### config.mk
export PLATFORM = sky130hd
export DESIGN_NAME = serial_adder_flat
export DESIGN_NICKNAME = d
export VERILOG_FILES = /design/src/rtl/serial_adder_if.sv /design/src/rtl/serial_adder.sv /design/src/flat_wrapper.sv
export SDC_FILE = /design/constraint.sdc
export NUM_CORES = 1
export LEC_CHECK = 0
export ABC_AREA = 1
export CAP_MARGIN = 20
export CORE_MARGIN = 5
export CORE_UTILIZATION = 46
export CTS_CLUSTER_DIAMETER = 30
export DETAILED_ROUTE_END_ITERATION = 10
export PLACE_DENSITY_LB_ADDON = 0.08
export SLEW_MARGIN = 15
export SYNTH_ARGS = -nofsm -noshare
export SYNTH_HDL_FRONTEND = slang
export SYNTH_SLANG_ARGS = --single-unit
### constraint.sdc
create_clock -name clk -period 1.44 [get_ports clk]
set_clock_uncertainty 0.2 [all_clocks]
set_input_delay 0.288 -clock clk [delete_from_list [all_inputs] [get_ports clk]]
set_output_delay 0.288 -clock clk [all_outputs]
set_load 0.02 [all_outputs]
### src/rtl/serial_adder_if.sv
`default_nettype none
// ============================================================================
// Module      : serial_adder_if
// Description : Operand/result bundle between a requester and serial_adder.
// Revision    : 1.0 - initial release
// ============================================================================
interface serial_adder_if #(
   parameter int WIDTH = 8
);
   logic             start;
   logic             sub;
   logic [WIDTH-1:0] a;
   logic [WIDTH-1:0] b;
   logic             busy;
   logic             done;
   logic [WIDTH-1:0] Sum;
   logic             Carry;
   logic             overflow;

   modport master (
      output start, sub, a, b,
      input  busy, done, Sum, Carry, overflow
   );

   modport slave (
      input  start, sub, a, b,
      output busy, done, Sum, Carry, overflow
   );
endinterface
`default_nettype wire

### src/rtl/serial_adder.sv
`default_nettype none
// ============================================================================
// Module      : serial_adder
// Description : Bit-serial adder/subtractor, one bit per clock, LSB first.
// Revision    : 1.0 - initial release
// ============================================================================
module serial_adder #(
   parameter int WIDTH = 8
) (
   input  logic          clk,
   input  logic          rst,
   serial_adder_if.slave bus
);
   localparam int CW = (WIDTH > 1) ? $clog2(WIDTH) : 1;
   localparam logic [CW-1:0] c_last_bit = CW'(WIDTH - 1);

   typedef enum logic [1:0] {
      IDLE = 2'd0,
      RUN  = 2'd1,
      DONE = 2'd2
   } state_t;

   state_t           r_state;
   logic [WIDTH-1:0] r_a;
   logic [WIDTH-1:0] r_b;
   logic [WIDTH-1:0] r_res;
   logic             r_c;
   logic [CW-1:0]    r_cnt;

   logic             w_s;
   logic             w_cout;
   logic [WIDTH-1:0] w_res_next;

   assign w_s    = r_a[0] ^ r_b[0] ^ r_c;
   assign w_cout = (r_a[0] & r_b[0]) | (r_a[0] & r_c) | (r_b[0] & r_c);

   // Result fills from the MSB end so the LSB lands at bit 0 after WIDTH shifts.
   generate
      if (WIDTH == 1) begin : g_res_one
         assign w_res_next = w_s;
      end else begin : g_res_multi
         assign w_res_next = {w_s, r_res[WIDTH-1:1]};
      end
   endgenerate

   always_ff @(posedge clk) begin
      if (rst) begin
         r_state      <= IDLE;
         r_a          <= '0;
         r_b          <= '0;
         r_res        <= '0;
         r_c          <= 1'b0;
         r_cnt        <= '0;
         bus.busy     <= 1'b0;
         bus.done     <= 1'b0;
         bus.Sum      <= '0;
         bus.Carry    <= 1'b0;
         bus.overflow <= 1'b0;
      end else begin
         case (r_state)
            RUN: begin
               r_a   <= r_a >> 1;
               r_b   <= r_b >> 1;
               r_res <= w_res_next;
               r_c   <= w_cout;
               r_cnt <= r_cnt + CW'(1);
               if (r_cnt == c_last_bit) begin
                  // r_c still holds the carry into the MSB at this point.
                  bus.Sum      <= w_res_next;
                  bus.Carry    <= w_cout;
                  bus.overflow <= r_c ^ w_cout;
                  bus.busy     <= 1'b0;
                  bus.done     <= 1'b1;
                  r_state      <= DONE;
               end
            end
            default: begin
               // IDLE and DONE accept a new request identically.
               bus.done <= 1'b0;
               if (bus.start) begin
                  r_a      <= bus.a;
                  r_b      <= bus.b ^ {WIDTH{bus.sub}};
                  r_c      <= bus.sub;
                  r_cnt    <= '0;
                  bus.busy <= 1'b1;
                  r_state  <= RUN;
               end else begin
                  bus.busy <= 1'b0;
                  r_state  <= IDLE;
               end
            end
         endcase
      end
   end
endmodule
`default_nettype wire
### src/flat_wrapper.sv
// flat-port wrapper written by rule: the top's interface ports become plain ports
module serial_adder_flat 
#(
   parameter int WIDTH = 8
)
  (clk, rst, bus_start, bus_sub, bus_a, bus_b, bus_busy, bus_done, bus_Sum, bus_Carry, bus_overflow);
  serial_adder_if #(.WIDTH(WIDTH)) bus_i ();
  input  logic clk;
  input  logic rst;
  input wire logic [$bits(bus_i.start)-1:0] bus_start;
  input wire logic [$bits(bus_i.sub)-1:0] bus_sub;
  input wire logic [$bits(bus_i.a)-1:0] bus_a;
  input wire logic [$bits(bus_i.b)-1:0] bus_b;
  output wire logic [$bits(bus_i.busy)-1:0] bus_busy;
  output wire logic [$bits(bus_i.done)-1:0] bus_done;
  output wire logic [$bits(bus_i.Sum)-1:0] bus_Sum;
  output wire logic [$bits(bus_i.Carry)-1:0] bus_Carry;
  output wire logic [$bits(bus_i.overflow)-1:0] bus_overflow;
  assign bus_i.start = bus_start;
  assign bus_i.sub = bus_sub;
  assign bus_i.a = bus_a;
  assign bus_i.b = bus_b;
  assign bus_busy = bus_i.busy;
  assign bus_done = bus_i.done;
  assign bus_Sum = bus_i.Sum;
  assign bus_Carry = bus_i.Carry;
  assign bus_overflow = bus_i.overflow;
  serial_adder #(.WIDTH(WIDTH)) u_core (.clk(clk), .rst(rst), .bus(bus_i));
endmodule
==> out/results.md <==
| Item | Reported |
|:---|:---|
| Drc violations | 0 |
| Fin Setup TNS | -254 ps |
| Most common library cell in the layout ignoring fill and taps | sky130_fd_sc_hd__nand2_1 |
| Count of routing violations after the opening detailed-route iteration | 74 |
| Fin crit period | 1490 ps |
| I/O pin count | 32 |
| Category of the critical setup timing path | reg -> reg |
| Sequential area share after synthesis | 0.472 |
| F_max | 0.673 GHz |
| Placeable core area | 0.00361 sq mm |
| Overall die area | 0.00500 sq mm |
| Outcome | complete, but fails checks |
| Count of max-cap constraint violations | 0 |
| Arr. time, crit path | 1470 ps |
| Post-synth net total | 251 |
| Reg-to-reg critical path startpoint | u_core.r_cnt[1] |
| P_int | 1.68 mW |
| Least setup slack across all paths after layout | -46.4 ps |
| Register bit count reported by yosys | 40 |
| Final core occ | 0.640 |
| Actual transition at the worst max-transition pin | 262 ps |
| Slew Limit Headroom | 0.825 |
| FF/Latch Area | 803 sq um |
| Wire per inst | 11.2 um |
| Router iterations before antenna repair | 4 |
| Net total in the final layout | 301 |
| TritonCTS clock tree | built |
| Antenna violations before repair | 0 |
| Final hold vios | 0 |
| VDD IR-drop max | 0.000542 V |
| Post-detailed-route count of antenna-violating nets | 0 |
| Via Count | 1546 |
| Share of post-route cells with drive strength above 1 | 0.211 |
| Min-Delay Endpoint | u_core.bus.Sum[0] |
| Y dimension of the die | 70.7 um |
| Area occupied by multi-input gates | 828 sq um |
| Number of I/O port buffers | 31 |
| Switching Power | 547 uW |
| Reg-to-Reg End | u_core.bus.Sum[7] |
| Yosys warning total | 0 |
| Clock latency on the worst-skew pair | 290 ps |
| Largest net degree at the start of global routing | 17 |
| Clock Sink Count | 40 |
| Placer congestion estimate | 0.799 |
| Setup slack of the most critical reg-to-reg path | -50 ps |
| Cell count after synthesis | 228 |
| Via count normalized by instance count | 4.73 |
| Final count of negative-setup-slack endpoints | 11 |
| Maximum root-to-sink buffer count | 2 |
| Post-DP HPWL | 2510 um |
| Post-synthesis area per instance | 7.44 sq um |
| P per Cell Area | 964 mW/mm^2 |
| Portion of total power attributed to sequential cells | 0.526 |
| Die span in x | 70.7 um |
| Fill cell total of the finished layout | 321 |
| Share of the clock period used by the worst path | 1.03 |
| Category of the worst setup path capture point | flip-flop |
| Leakage power total | 1.05 nW |
| Antenna diode count | 0 |
| Global route total overflow | 0 |
| Final Max Slew Viols | 0 |
| Type of the worst min-delay path | reg -> reg |
| Via count of the first global-routing pass | 1459 |
| Starting Density | 0.470 |
| GRT Overall Usage | 0.153 |
| Cell area after technology mapping | 0.00170 sq mm |
| Synth unique cells | 22 |
| CP required | 1420 ps |
| Clock share of power | 0.340 |
| Area Overhead vs Synth | 36.1% |
| Failing checks | setup timing |
| CP startpoint kind | flip-flop |
| Clock buffers created by TritonCTS | 5 |
| Final WL | 3650 um |
| Leading cell types in the layout, fill and taps excluded | 54 x sky130_fd_sc_hd__nand2_1, 39 x sky130_fd_sc_hd__nand3_1, 38 x sky130_fd_sc_hd__dfxtp_1, 25 x sky130_fd_sc_hd__nor2_1, 21 x sky130_fd_sc_hd__buf_4 |
| Cell at the root of the clock tree | sky130_fd_sc_hd__clkbuf_8 |
| Hold-critical path depth | 2 |
| H-tree levels | 2 |
| Standard-cell rows | 22 |
| Net Sw Frac | 0.246 |
| Part of the total power dissipated in combinational logic | 0.134 |
| First-pass GRT wire length | 6240 um |
| Unrepaired setup endpoints after global routing | yes |
| CTS clk-pin slew, worst paths | 80 ps |
| R2R cell count | 7 |
| Hold path startpoint | u_core.r_res[1] |
| Critical path fanouts, max | 6 |
## final cells by class
cell class                      count  area share
Timing Repair Buffer               53       0.186
Clock buffer                        6      0.0358
Inverter                           21      0.0385
Multi-Input combinational cell    156       0.359
Timing Repair inverter              1     0.00217
Sequential cell                    40       0.348
Clock inverter                      2     0.00434
Tap cell                           48      0.0260
## stage by stage
| stage | cells | hold WS, ps | worst slack, ps | total power, mW | area [sq um] |
|---|---|---|---|---|---|
| final | 327 | 247 | -46.4 | 2.22 | 2310 |
| after global routing | 327 | 262 | -92.8 | 2.35 | 2310 |
| after CTS | 323 | 248 | -19.4 | 2.24 | 2260 |
| after detailed placement | 315 | 233 | -170 | 1.48 | 2150 |
| after global placement | 315 | 225 | -154 | 1.47 | 2150 |
| after floorplan | 228 | 167 | 32.6 | 1.36 | 1700 |
## sequential cells by signal (all words and copies together) (netlist names)
signal,cells
u_core.r_res,7
u_core.r_state,2
u_core.bus.overflow,1
u_core.bus.done,1
u_core.bus.Sum,8
u_core.r_b,8
u_core.bus.Carry,1
u_core.r_a,8
u_core.r_c,1
u_core.r_cnt,3
## power groups by stage
stage / registers (mW) / logic, mW / clock network (mW)
6_report: 1.17 / 0.299 / 0.756
2_1_floorplan: 1.19 / 0.167 / 0
5_1_grt: 1.17 / 0.336 / 0.840
3_3_place_gp: 1.19 / 0.284 / 0
3_5_place_dp: 1.19 / 0.286 / 0
4_1_cts: 1.17 / 0.291 / 0.781
## worst max-delay path: stages, from the launching register on
cell and delay (ps):
sky130_fd_sc_hd__dfxtp_2 350, sky130_fd_sc_hd__ha_4 140, sky130_fd_sc_hd__ha_4 130, sky130_fd_sc_hd__inv_4 40, sky130_fd_sc_hd__nor2_4 210, sky130_fd_sc_hd__clkinv_4 140, sky130_fd_sc_hd__nor2_4 110, sky130_fd_sc_hd__nor2_1 50
## worst max-delay path by stage
stage                       from                  end  slack [ps]  cells past startpoint
2_1_floorplan         u_core.r_c  u_core.bus.overflow          30                      4
3_3_place_gp           bus_start        u_core.r_b[6]        -150                      6
3_5_place_dp           bus_start        u_core.r_b[5]        -170                      6
4_1_cts        u_core.r_state[1]      u_core.r_res[7]         -20                      5
5_1_grt          u_core.r_cnt[1]    u_core.bus.Sum[7]         -90                      7
6_report         u_core.r_cnt[1]    u_core.bus.Sum[7]         -50                      7
## cell usage after synthesis (all sizes together)
cell type / number / share of area
o21ai: 5 / 0.015
nor2: 30 / 0.071
buf: 9 / 0.030
xor2: 1 / 0.0052
nand3: 40 / 0.12
clkbuf: 2 / 0.0052
ha: 2 / 0.015
o22ai: 5 / 0.018
o211ai: 1 / 0.0044
dfxtp: 40 / 0.47
inv: 21 / 0.046
a21oi: 6 / 0.018
nor3: 1 / 0.0029
nand2: 56 / 0.13
fa: 1 / 0.012
xnor2: 8 / 0.041
## timing repair
item	4_1_cts	5_1_grt
buffers inserted	0	3
resized for setup	31	26
hold buffers	0	0
gates cloned	0	1
setup endpoints to repair	23	46
pin swaps	1	5
## routing by layer
layer / vias up / global-route usage / wire (um)
li1: 825 / - / -
met1: 687 / 0.195 / 1740
met2: 32 / 0.242 / 1660
met3: 2 / 0.0483 / 209
met4: 0 / 0.0564 / 35
met5: - / 0 / 0
## logic make-up (layout without fill, tap and decap cells)
kind of cell / after synthesis / count (layout) / synth area share
AOI/OAI and AO/OA: 17 / 17 / 0.0554
and+or+nand+nor: 127 / 127 / 0.317
xor gates and xnor gates: 9 / 9 / 0.0465
DFF: 40 / 40 / 0.472
buffers and inverters: 32 / 83 / 0.0819
adders and majority gates: 3 / 3 / 0.0266
No activity file was read; power rests on OpenSTA's default activity.
